**config.mk**
```make
export PLATFORM = sky130hd
export DESIGN_NAME = mem_port_arbiter
export DESIGN_NICKNAME = d
export VERILOG_FILES = /design/src/rtl/mem_port_arbiter.sv
export SDC_FILE = /design/constraint.sdc
export NUM_CORES = 1
export LEC_CHECK = 0
export CAP_MARGIN = 20
export CORE_ASPECT_RATIO = 0.9
export CORE_MARGIN = 4
export CORE_UTILIZATION = 40
export CTS_BUF_LIST = sky130_fd_sc_hd__clkbuf_16
export CTS_CLUSTER_DIAMETER = 200
export CTS_CLUSTER_SIZE = 30
export DETAILED_ROUTE_END_ITERATION = 16
export GPL_TIMING_DRIVEN = 1
export PLACE_DENSITY = 0.81
export SKIP_LAST_GASP = 1
export SLEW_MARGIN = 20
export SYNTH_ARGS = -nofsm -noshare
export SYNTH_HDL_FRONTEND = slang
export SYNTH_SLANG_ARGS = --single-unit
```
**constraint.sdc**
```tcl
create_clock -name clk -period 1.9 [get_ports clk]
set_input_delay 0.38 -clock clk [delete_from_list [all_inputs] [get_ports clk]]
set_output_delay 0.38 -clock clk [all_outputs]
set_load 0.01 [all_outputs]
```
**src/rtl/mem_port_arbiter.sv**
```systemverilog
// Shares one single-ported, variable-latency memory between the fetch and data ports.
// Data wins ties; a starvation counter forces a waiting fetch through after STARVE_LIMIT data grants.
module mem_port_arbiter #(
  parameter int ADDR_W       = 32,
  parameter int DATA_W       = 32,
  parameter int STARVE_LIMIT = 4
) (
  input  logic              clk,
  input  logic              reset,
  input  logic              if_req,
  input  logic [ADDR_W-1:0] if_addr,
  output logic              if_done,
  output logic [DATA_W-1:0] if_rdata,
  output logic              if_stall,
  input  logic              d_req,
  input  logic              d_we,
  input  logic [ADDR_W-1:0] d_addr,
  input  logic [DATA_W-1:0] d_wdata,
  output logic              d_done,
  output logic [DATA_W-1:0] d_rdata,
  output logic              d_stall,
  output logic              mem_valid,
  output logic              mem_we,
  output logic [ADDR_W-1:0] mem_addr,
  output logic [DATA_W-1:0] mem_wdata,
  input  logic              mem_ready,
  input  logic [DATA_W-1:0] mem_rdata,
  output logic              busy
);

  typedef enum logic [1:0] {IDLE, BUSY, DONE} state_t;

  localparam logic [3:0] LIMIT = 4'(STARVE_LIMIT);

  state_t            state_q, state_d;
  logic              owner_q, owner_d;
  logic              we_q, we_d;
  logic [ADDR_W-1:0] addr_q, addr_d;
  logic [DATA_W-1:0] wdata_q, wdata_d;
  logic [DATA_W-1:0] if_rdata_q, if_rdata_d;
  logic [DATA_W-1:0] d_rdata_q, d_rdata_d;
  logic [3:0]        starve_q, starve_d;
  logic              grant_data;

  always_ff @(posedge clk) begin
    if (reset) begin
      state_q    <= IDLE;
      owner_q    <= 1'b0;
      we_q       <= 1'b0;
      addr_q     <= '0;
      wdata_q    <= '0;
      if_rdata_q <= '0;
      d_rdata_q  <= '0;
      starve_q   <= 4'd0;
    end else begin
      state_q    <= state_d;
      owner_q    <= owner_d;
      we_q       <= we_d;
      addr_q     <= addr_d;
      wdata_q    <= wdata_d;
      if_rdata_q <= if_rdata_d;
      d_rdata_q  <= d_rdata_d;
      starve_q   <= starve_d;
    end
  end

  always_comb begin
    state_d    = state_q;
    owner_d    = owner_q;
    we_d       = we_q;
    addr_d     = addr_q;
    wdata_d    = wdata_q;
    if_rdata_d = if_rdata_q;
    d_rdata_d  = d_rdata_q;
    starve_d   = starve_q;
    // Data belongs to the older instruction, so it wins unless fetch has lost LIMIT times in a row.
    grant_data = d_req && !(if_req && (starve_q == LIMIT));
    case (state_q)
      IDLE: begin
        if (if_req || d_req) begin
          owner_d  = grant_data;
          we_d     = grant_data && d_we;
          addr_d   = grant_data ? d_addr : if_addr;
          wdata_d  = grant_data ? d_wdata : '0;
          starve_d = (grant_data && if_req) ? starve_q + 4'd1 : 4'd0;
          state_d  = BUSY;
        end
      end
      BUSY: begin
        if (mem_ready) begin
          if (!owner_q)   if_rdata_d = mem_rdata;
          else if (!we_q) d_rdata_d  = mem_rdata;
          state_d = DONE;
        end
      end
      DONE:    state_d = IDLE;
      default: state_d = IDLE;
    endcase
  end

  assign mem_valid = (state_q == BUSY);
  assign mem_we    = mem_valid && we_q;
  assign mem_addr  = addr_q;
  assign mem_wdata = wdata_q;
  assign busy      = (state_q != IDLE);
  assign if_done   = (state_q == DONE) && !owner_q;
  assign d_done    = (state_q == DONE) && owner_q;
  assign if_rdata  = if_rdata_q;
  assign d_rdata   = d_rdata_q;
  assign if_stall  = if_req && !if_done;
  assign d_stall   = d_req && !d_done;

endmodule

```
### Word-level counts from Yosys, hierarchy flattened

Index checks and enable logic that the tools add are counted.

* register bits after elaboration: 136
* input bits: 134
* output and inout port bits: 135
* logic and storage cells: 42

* $add $sub $neg: 1
* eq/ne operators: 5
* muxes and demuxes: 6
* bitwise operators: 2
* reductions and logical operators: 20

Operator list (count)
* 32-bit 2-to-1 mux: 2
* 1-bit logical AND: 9
* 4-bit by 1-bit adder with 4-bit output (second input constant): 1
* 4-bit by 3-bit equality test with 1-bit output (second input constant): 1
* 1-bit zero test: 4
* 2-bit 2-to-1 mux: 2
* 4-bit 2-to-1 mux: 1
* 2-bit one-hot mux with 2 select lines: 1
* 2-bit AND reduction: 2
* 4-bit AND reduction: 1
* 3-bit AND reduction: 1
* 2-bit by 1-bit equality test with 1-bit output (second input constant): 1
* 2-bit equality test (second input constant): 1
* 2-bit zero test: 1
* 2-bit by 1-bit != test with 1-bit output (second input constant): 1
* 2-bit != test (second input constant): 1
* 1-bit NOT: 2
* 2-bit nonzero test: 1
* 1-bit logical OR: 1

### Logic depth before layout (Yosys ltp)

Gate-level depths: netlist (run 1).

* word-level depth: 6
* mapped depth: 8
* depth with buffers taken out: 6

### Worst setup path before layout (run 1)

Ideal clock, no wire load.

* path kind: register to register
* start point: register starve_q[0]
* end point: register addr_q[22], in the netlist mem_addr[22]
* setup time: 0.136 ns
* arrival: 1.316 ns
* data required time: 1.764 ns
* path slack: 0.448 ns
* stages on the path, launching flop included: 9
* path buffers: 2
* clock period less this slack: 1.452 ns
* path through: dfxtp_1 > inv_1 > ha_1 > nand4b_1 > and2_1 > buf_4 > buf_6 > a21oi_1 > a211oi_2

* word-level cells in the longest chain between the ends: 5

Ends and longest elaborated chain
* from (decl): RTL line 42 `logic [3:0] starve_q, starve_d;`
* from (signal assigned): RTL line 63 `starve_q <= starve_d;`
* 4-bit by 3-bit equality test with 1-bit output: RTL line 77 `grant_data = d_req && !(if_req && (starve_q == LIMIT));`
* 1-bit logical AND: RTL line 77
* 1-bit zero test: RTL line 77
* 1-bit logical AND: RTL line 77
* 32-bit 2-to-1 mux: RTL line 83 `addr_d = grant_data ? d_addr : if_addr;`
* to (signal assigned): RTL line 59 `addr_q <= addr_d;`
* to (decl): RTL line 38 `logic [ADDR_W-1:0] addr_q, addr_d;`

Every way passes these cells.
A chain may end at the register's enable or synchronous reset.

### Worst setup path after layout (run 1)

* start point: register state_q[0]
* end point: output mem_valid

* word-level cells in the longest chain between the ends: 1

Ends and longest elaborated chain
* from (decl): RTL line 35 `state_t state_q, state_d;`
* from (signal assigned): RTL line 56 `state_q <= state_d;`
* 2-bit by 1-bit equality test with 1-bit output: RTL line 101 `assign mem_valid = (state_q == BUSY);`
* to (decl): RTL line 22 `output logic mem_valid,`

Every way passes these cells.

==> out/results.tsv, run 1 <==
stage	metric	value	unit
route	Initial DRC Count	294	
route	Antenna Nets Post-Route	0	
synthesis	Post-synth top cells	nand2_1 (165), dfxtp_1 (136), a21oi_1 (85), nor2_1 (71), a22oi_1 (34)	
setup_path	slowest stage delay, CP	0.37	ns
cells_and_area	post-layout util	68.94	%
cts	hold_buf cts	0	
synthesis	Synth area leaders	dfxtp_1 (52%), nand2_1 (12%), a21oi_1 (8.1%)	
pwr	Tot Pwr	8.165	mW
synthesis	area fraction of the dominant cell type after synthesis	51.77	%
setup_path	worst-path maximum fanout	4	
synthesis	Syn Nets	758	
route	total iterations of the first detailed-routing run	4	
placement	routability cong.	0.8092	
timing	Max-Slew Margin vs Limit	72.71	%
placement	IO Port Bufs	268	
cts	Clk pin slew, worst setup/hold paths	0.06	ns
cells_and_area	Layout area overhead	67.59	%
setup_path	Crit path arrival time	1.42	ns
route	WL/cell	15.86	µm
timing	f_max	0.5558	GHz
cts	clk buf depth	2	
setup_path	Critical Path Stages	3	
setup_path	critical path startpoint category	register	
die	# IOs	269	
synthesis	synthesized area	5259	µm²
worst_hold_path	Hold Path Class	in -> reg	
global_route	Total GRT Usage	21.58	%
synthesis	most common cell in the netlist	nand2_1	
timing	hold slack	0.3897	ns
worst_hold_path	Hold Crit Endpoint	d_rdata[11]	
synthesis	Post-synth ARST share	0	%
cells_and_area	Non-Filler Instances	1059	
die	Rows	39	
setup_path	CP Capture Type	primary output	
setup_path	CP bufs+invs	2	
placement	Final HPWL DP	11500	µm
synthesis	EDFF count, synth	0	
synthesis	Top FF cell, synth	dfxtp_1	
cts	Clock Tree Root	clkbuf_16	
flow_run	Max Cap Violations	0	
timing	Period Utilization, post-route	94.69	%
pwr	Leak	3.259	nW
setup_path	critical path class	reg -> out	
cells_and_area	final net count	1018	
timing	RSZ-0062 raised after global routing	false	
placement	DP Worst Slack	-0.05188	ns
setup_path	Slowest cell on crit path	dfxtp_2	
die	Die X	128.9	µm
global_route	total gr overflow	0	
setup_path	crit-path cells	nor2b_4 > buf_4 > dlygate4sd2_1	
timing	final hold vios	0	
cts	CTS tree	done	
cts	CTS buffer count	17	
setup_path	R2R Path Start	starve_q[0]	
cells_and_area	area of all placed cells without fillers	8813	µm²
timing	Slew @ Worst Pin	0.4094	ns
synthesis	post-synthesis sequential area ratio	51.77	%
setup_path	setup slack, reg-to-reg	0.23	ns
timing	Worst Skew	0.01054	ns
cts	Skew-Pair Late Insertion Delay	0.41	ns
global_route	first-pass GRT wire length	25790	µm
route	Remaining DRCs	0	
global_route	vias in the first global route	5127	
die	Die Height	116.8	µm
cts	CTS sink count	136	
die	die area	15050	µm²
timing	min Tclk post-route	1.799	ns
route	drt total wl	16790	µm
timing	setup TNS	0	ns
global_route	initial antenna violation count	0	
synthesis	Synth Area per Inst	8.455	µm²
route	vias	5262	
synthesis	YS warnings	0	
die	Initial Utilization	41.13	%
die	Core Area	12780	µm²
cells_and_area	Antenna Cells	0	
timing	final setup margin	0.1009	ns
synthesis	Synth area leader	dfxtp_1	
global_route	largest net degree at the start of global routing	48	
placement	DP Area	8124	µm²
cts	number of H-tree levels	4	
setup_path	CP top delay family	buffers and inverters	
synthesis	synthesized instance count	622	
placement	placed insts	1024	
worst_hold_path	Hold Startpoint	reset	
pwr	pwr/cell area	926.4	nW/µm²
pwr	maximum vdd ir drop	699.8	µV
worst_hold_path	hold depth	2	
run_status	status	finished clean	
timing	final slew viol count	0	
setup_path	FF-to-FF End	mem_addr[15]	
timing	Final setup violation count	0	
route	Vias/cell	4.969	
setup_path	Reg2Reg Depth	7	
synthesis	Netlist cell types	35	
synthesis	synthesized flop and latch total	136	
cells_and_area	layout cells sized above 1	9.609	%
setup_path	Worst Path Required	1.52	ns
flip-flops by register name, summed over array words and instances (netlist names):
name	cells
d_rdata	32
if_rdata	32
mem_addr	32
mem_wdata	32
starve_q	4
state_q	2
owner_q	1
we_q	1
report_power, final:
part | switching, mW | internal, mW | total (mW) | leakage, nW
Sequential | 0.0897 | 3.02 | 3.11 | 1.11
Clock | 1.24 | 2.44 | 3.68 | 0.323
Combinational | 0.609 | 0.761 | 1.37 | 1.82
Total | 1.94 | 6.23 | 8.17 | 3.26
per-layer routing:
layer	part of all wire, %	up-vias	routed length (µm)	GRT usage [%]
met1	40	2420	6754	24.75
met4	2.0	0	340	8.188
met5	0	-	0	0
met2	49	203	8168	36.05
li1	-	2612	-	-
met3	9.1	27	1529	9.165
cells in the final DEF (no fill, tap or decap), types with 6 or more instances in the layout:
| cell type | count |
|---|---|
| dlygate4sd2_1 | 6 |
| dfxtp_1 | 133 |
| a21oi_1 | 85 |
| clkdlybuf4s50_1 | 260 |
| buf_12 | 12 |
| a21oi_2 | 16 |
| nand2_1 | 165 |
| nor2_1 | 71 |
| clkbuf_16 | 17 |
| a22oi_1 | 34 |
| a211oi_1 | 27 |
| bufinv_16 | 6 |
| buf_4 | 13 |
kinds of logic after synthesis:
group / after synthesis / share of synthesized area, %
buffers and inverters: 56 / 6.733
AO/OA/AOI/OAI: 170 / 21.06
AND/OR/NAND/NOR: 258 / 19.96
flip-flops: 136 / 51.77
adder cells (fa/ha/maj): 2 / 0.4758
final cells by class:
type / count / area, µm²
fill: 1007 / 3971
timing repair buffer: 292 / 3005
sequential: 136 / 2726
multi-input combinational: 430 / 2201
clock buffer: 17 / 425.4
clock inverter: 15 / 231.5
tap: 164 / 205.2
inverter: 5 / 18.77
repair_timing:
item                       in CTS  in global routing
setup buffers                   1                  2
setup endpoints to repair       7                  2
gates cloned                    0                  0
gates resized for setup        11                  1
how the worst max path moves through the flow:
stage | start | slack (ns) | end
floorplan | starve_q[0] | 0.45 | mem_addr[22]
global placement | if_req | -0.02 | if_stall
detailed placement | if_req | -0.05 | mem_addr[27]
CTS | state_q[1] | -0.18 | if_stall
global route | state_q[0] | 0.01 | mem_we
finish | state_q[0] | 0.10 | mem_valid
Note: power is estimated with default switching activity, not from simulation.
==> run 2, diff against run 1 <==
--- a/config.mk
+++ b/config.mk
@@ -6,15 +6,17 @@
 export NUM_CORES = 1
 export LEC_CHECK = 0
 export CAP_MARGIN = 20
+export CELL_PAD_IN_SITES_DETAIL_PLACEMENT = 0
+export CELL_PAD_IN_SITES_GLOBAL_PLACEMENT = 2
 export CORE_ASPECT_RATIO = 0.9
 export CORE_MARGIN = 4
-export CORE_UTILIZATION = 40
+export CORE_UTILIZATION = 23
 export CTS_BUF_LIST = sky130_fd_sc_hd__clkbuf_16
 export CTS_CLUSTER_DIAMETER = 200
 export CTS_CLUSTER_SIZE = 30
 export DETAILED_ROUTE_END_ITERATION = 16
 export GPL_TIMING_DRIVEN = 1
-export PLACE_DENSITY = 0.81
+export PLACE_DENSITY_LB_ADDON = 0.1
 export SKIP_LAST_GASP = 1
 export SLEW_MARGIN = 20
 export SYNTH_ARGS = -nofsm -noshare
==> constraint.sdc (replaced) <==
create_clock -name clk -period 2.2 [get_ports clk]
set_input_delay 0.44 -clock clk [delete_from_list [all_inputs] [get_ports clk]]
set_output_delay 0.44 -clock clk [all_outputs]
set_load 0.01 [all_outputs]
==> run 2 against run 1 <==
Via count is 0.67% lower. Design area decreased by 0.14%. Clock power shrank 26%. Critical path type unchanged. Routed wire length increased by 13%. Largest cell class unchanged. Combinational power decreased by 14%. Critical endpoint is now d_done. Utilization is 30 points lower.
==> out/results.tsv, run 2 (synthesized netlist as in run 1, its figures left out) <==
stage	metric	value	unit
die	Die Height	151.5	µm
timing	f_max	0.4719	GHz
global_route	vias in the first global route	5124	
cts	hold_buf cts	0	
placement	placed insts	1150	
route	total iterations of the first detailed-routing run	4	
cts	Clock Tree Root	clkbuf_16	
cts	Skew-Pair Late Insertion Delay	0.42	ns
route	vias	5227	
setup_path	Slowest cell on crit path	clkdlybuf4s50_1	
setup_path	CP top delay family	buffers and inverters	
global_route	total gr overflow	0	
die	Die X	167.4	µm
route	Initial DRC Count	240	
pwr	Internal	4.807	mW
timing	min Tclk post-route	2.119	ns
route	drt total wl	18910	µm
worst_hold_path	Hold Path Class	in -> reg	
cts	number of H-tree levels	4	
pwr	switch share	27.01	%
global_route	first-pass GRT wire length	29150	µm
cts	Clk pin slew, worst setup/hold paths	0.06	ns
die	# IOs	269	
cells_and_area	commonest non-fill, non-tap cell in the layout	clkdlybuf4s50_1	
timing	final slew viol count	0	
pwr	register share of total power	40.8	%
pwr	Leak	3.149	nW
setup_path	Crit path arrival time	1.68	ns
setup_path	crit-path cells	and3b_2 > clkdlybuf4s50_1	
global_route	initial antenna violation count	0	
setup_path	CP Capture Type	primary output	
cells_and_area	Antenna Cells	0	
setup_path	CP bufs+invs	1	
cells_and_area	Layout area overhead	67.36	%
timing	final hold vios	0	
run_status	status	finished clean	
global_route	largest net degree at the start of global routing	57	
timing	Slew @ Worst Pin	0.4600	ns
setup_path	critical path class	reg -> out	
pwr	maximum vdd ir drop	422.2	µV
route	Vias/cell	4.418	
setup_path	worst-path maximum fanout	7	
setup_path	critical path startpoint category	register	
cells_and_area	most frequent cells in the layout	clkdlybuf4s50_1 (263), nand2_1 (165), dfxtp_1 (136)	
route	WL/cell	15.99	µm
timing	Final setup violation count	0	
die	Initial Utilization	23.36	%
pwr	Tot Pwr	6.585	mW
die	die area	25350	µm²
cts	clk buf depth	2	
cells_and_area	final net count	1009	
timing	Worst Skew	0.01055	ns
flow_run	Max Cap Violations	0	
pwr	pwr/cell area	748.2	nW/µm²
cts	CTS sink count	136	
die	Rows	52	
placement	routability cong.	0.7252	
die	Core Area	22510	µm²
pwr	net load switching power	1.778	mW
setup_path	slowest stage delay, CP	0.58	ns
global_route	Total GRT Usage	14.56	%
cts	CTS buffer count	17	
cells_and_area	layout cells sized above 1	8.465	%
cts	CTS tree	done	
timing	Max-Slew Margin vs Limit	69.19	%
cells_and_area	Non-Filler Instances	1183	
timing	setup TNS	0	ns
setup_path	Worst Path Required	1.76	ns
route	Remaining DRCs	0	
timing	Period Utilization, post-route	96.33	%
cells_and_area	fill cell total of the finished layout	2323	
timing	RSZ-0062 raised after global routing	true	
pwr	Clock Power Share	41.3	%
pwr	Comb power frac	17.8	%
placement	Final HPWL DP	12940	µm
placement	IO Port Bufs	268	
route	Antenna Nets Post-Route	0	
-- run 2: cell types whose count changed in the layout (fill, tap and decap cells not counted) --
cell / change
dfxtp_2: -3
dlygate4sd2_1: -4
clkinvlp_4: +4
clkinv_4: +1
dlymetal6s2s_1: +1
clkinv_2: -1
bufinv_16: -5
clkinv_1: -1
buf_12: -1
buf_4: -8
clkdlybuf4s50_1: +3
dfxtp_1: +3
inv_6: +2
-- run 2: metal layers --
| metal | track usage [%] | wire length, µm | up-vias |
|---|---|---|---|
| met3 | 5.655 | 1646 | 20 |
| li1 | - | - | 2598 |
| met1 | 18.50 | 8301 | 2423 |
| met4 | 4.828 | 275 | 0 |
| met2 | 22.86 | 8689 | 186 |
| met5 | 0 | 0 | - |
-- run 2: stage by stage --
step | worst slack, ns | util [%] | hold WS, ns | cell area (µm²)
after global routing | -0.002684 | 39.10 | 0.4132 | 8801
after detailed placement | 0.06351 | 36.54 | 0.4468 | 8225
after global placement | 0.04130 | 36.54 | 0.4421 | 8225
final | 0.08069 | 39.10 | 0.4095 | 8801
after CTS | 0.02458 | 39.05 | 0.3866 | 8790
after floorplan | 0.7478 | - | 0.4619 | 5259
-- run 2: worst paths after layout --
check / startpoint / endpoint / slack [ns] / depth (start not counted)
worst min-delay path: reset / d_rdata[2] / 0.41 / 2
worst min register to register: if_rdata[2] / if_rdata[2] / 0.45 / 2
worst max-delay path: owner_q / d_done / 0.08 / 2
worst max register to register: starve_q[0] / mem_addr[0] / 0.54 / 7
-- run 2: power groups by stage --
stage	clock, mW	combinational, mW	sequential, mW
after floorplan	0	0.439	2.80
after global placement	0	1.18	2.73
after detailed placement	0	1.19	2.74
after CTS	2.83	1.20	2.69
after global routing	2.94	1.28	2.70
final	2.72	1.18	2.69
-- run 2: final cells by class --
type	instances	area (µm²)	share of cell area, %
clock buffers	17	425.4	4.834
clock inverters	15	128.9	1.464
repair buffers	283	2933	33.32
flip-flops and latches	136	2723	30.94
well taps	297	371.6	4.222
multi-input cells	430	2201	25.01
inverters	5	18.77	0.2132
-- run 2: what timing repair did --
item                                    in CTS  in global routing
cloned                                       0                  0
endpoints found under the setup margin       4                  2
gates resized for setup                      3                  3
buffers inserted                             1                  0
==> run 3, diff against run 2 <==
--- a/config.mk
+++ b/config.mk
@@ -18,7 +18,6 @@
 export GPL_TIMING_DRIVEN = 1
 export PLACE_DENSITY_LB_ADDON = 0.1
 export SKIP_LAST_GASP = 1
-export SLEW_MARGIN = 20
 export SYNTH_ARGS = -nofsm -noshare
 export SYNTH_HDL_FRONTEND = slang
 export SYNTH_SLANG_ARGS = --single-unit
==> results of run 3 <==
The final DEF is identical to that of run 2; final timing and power are the same.
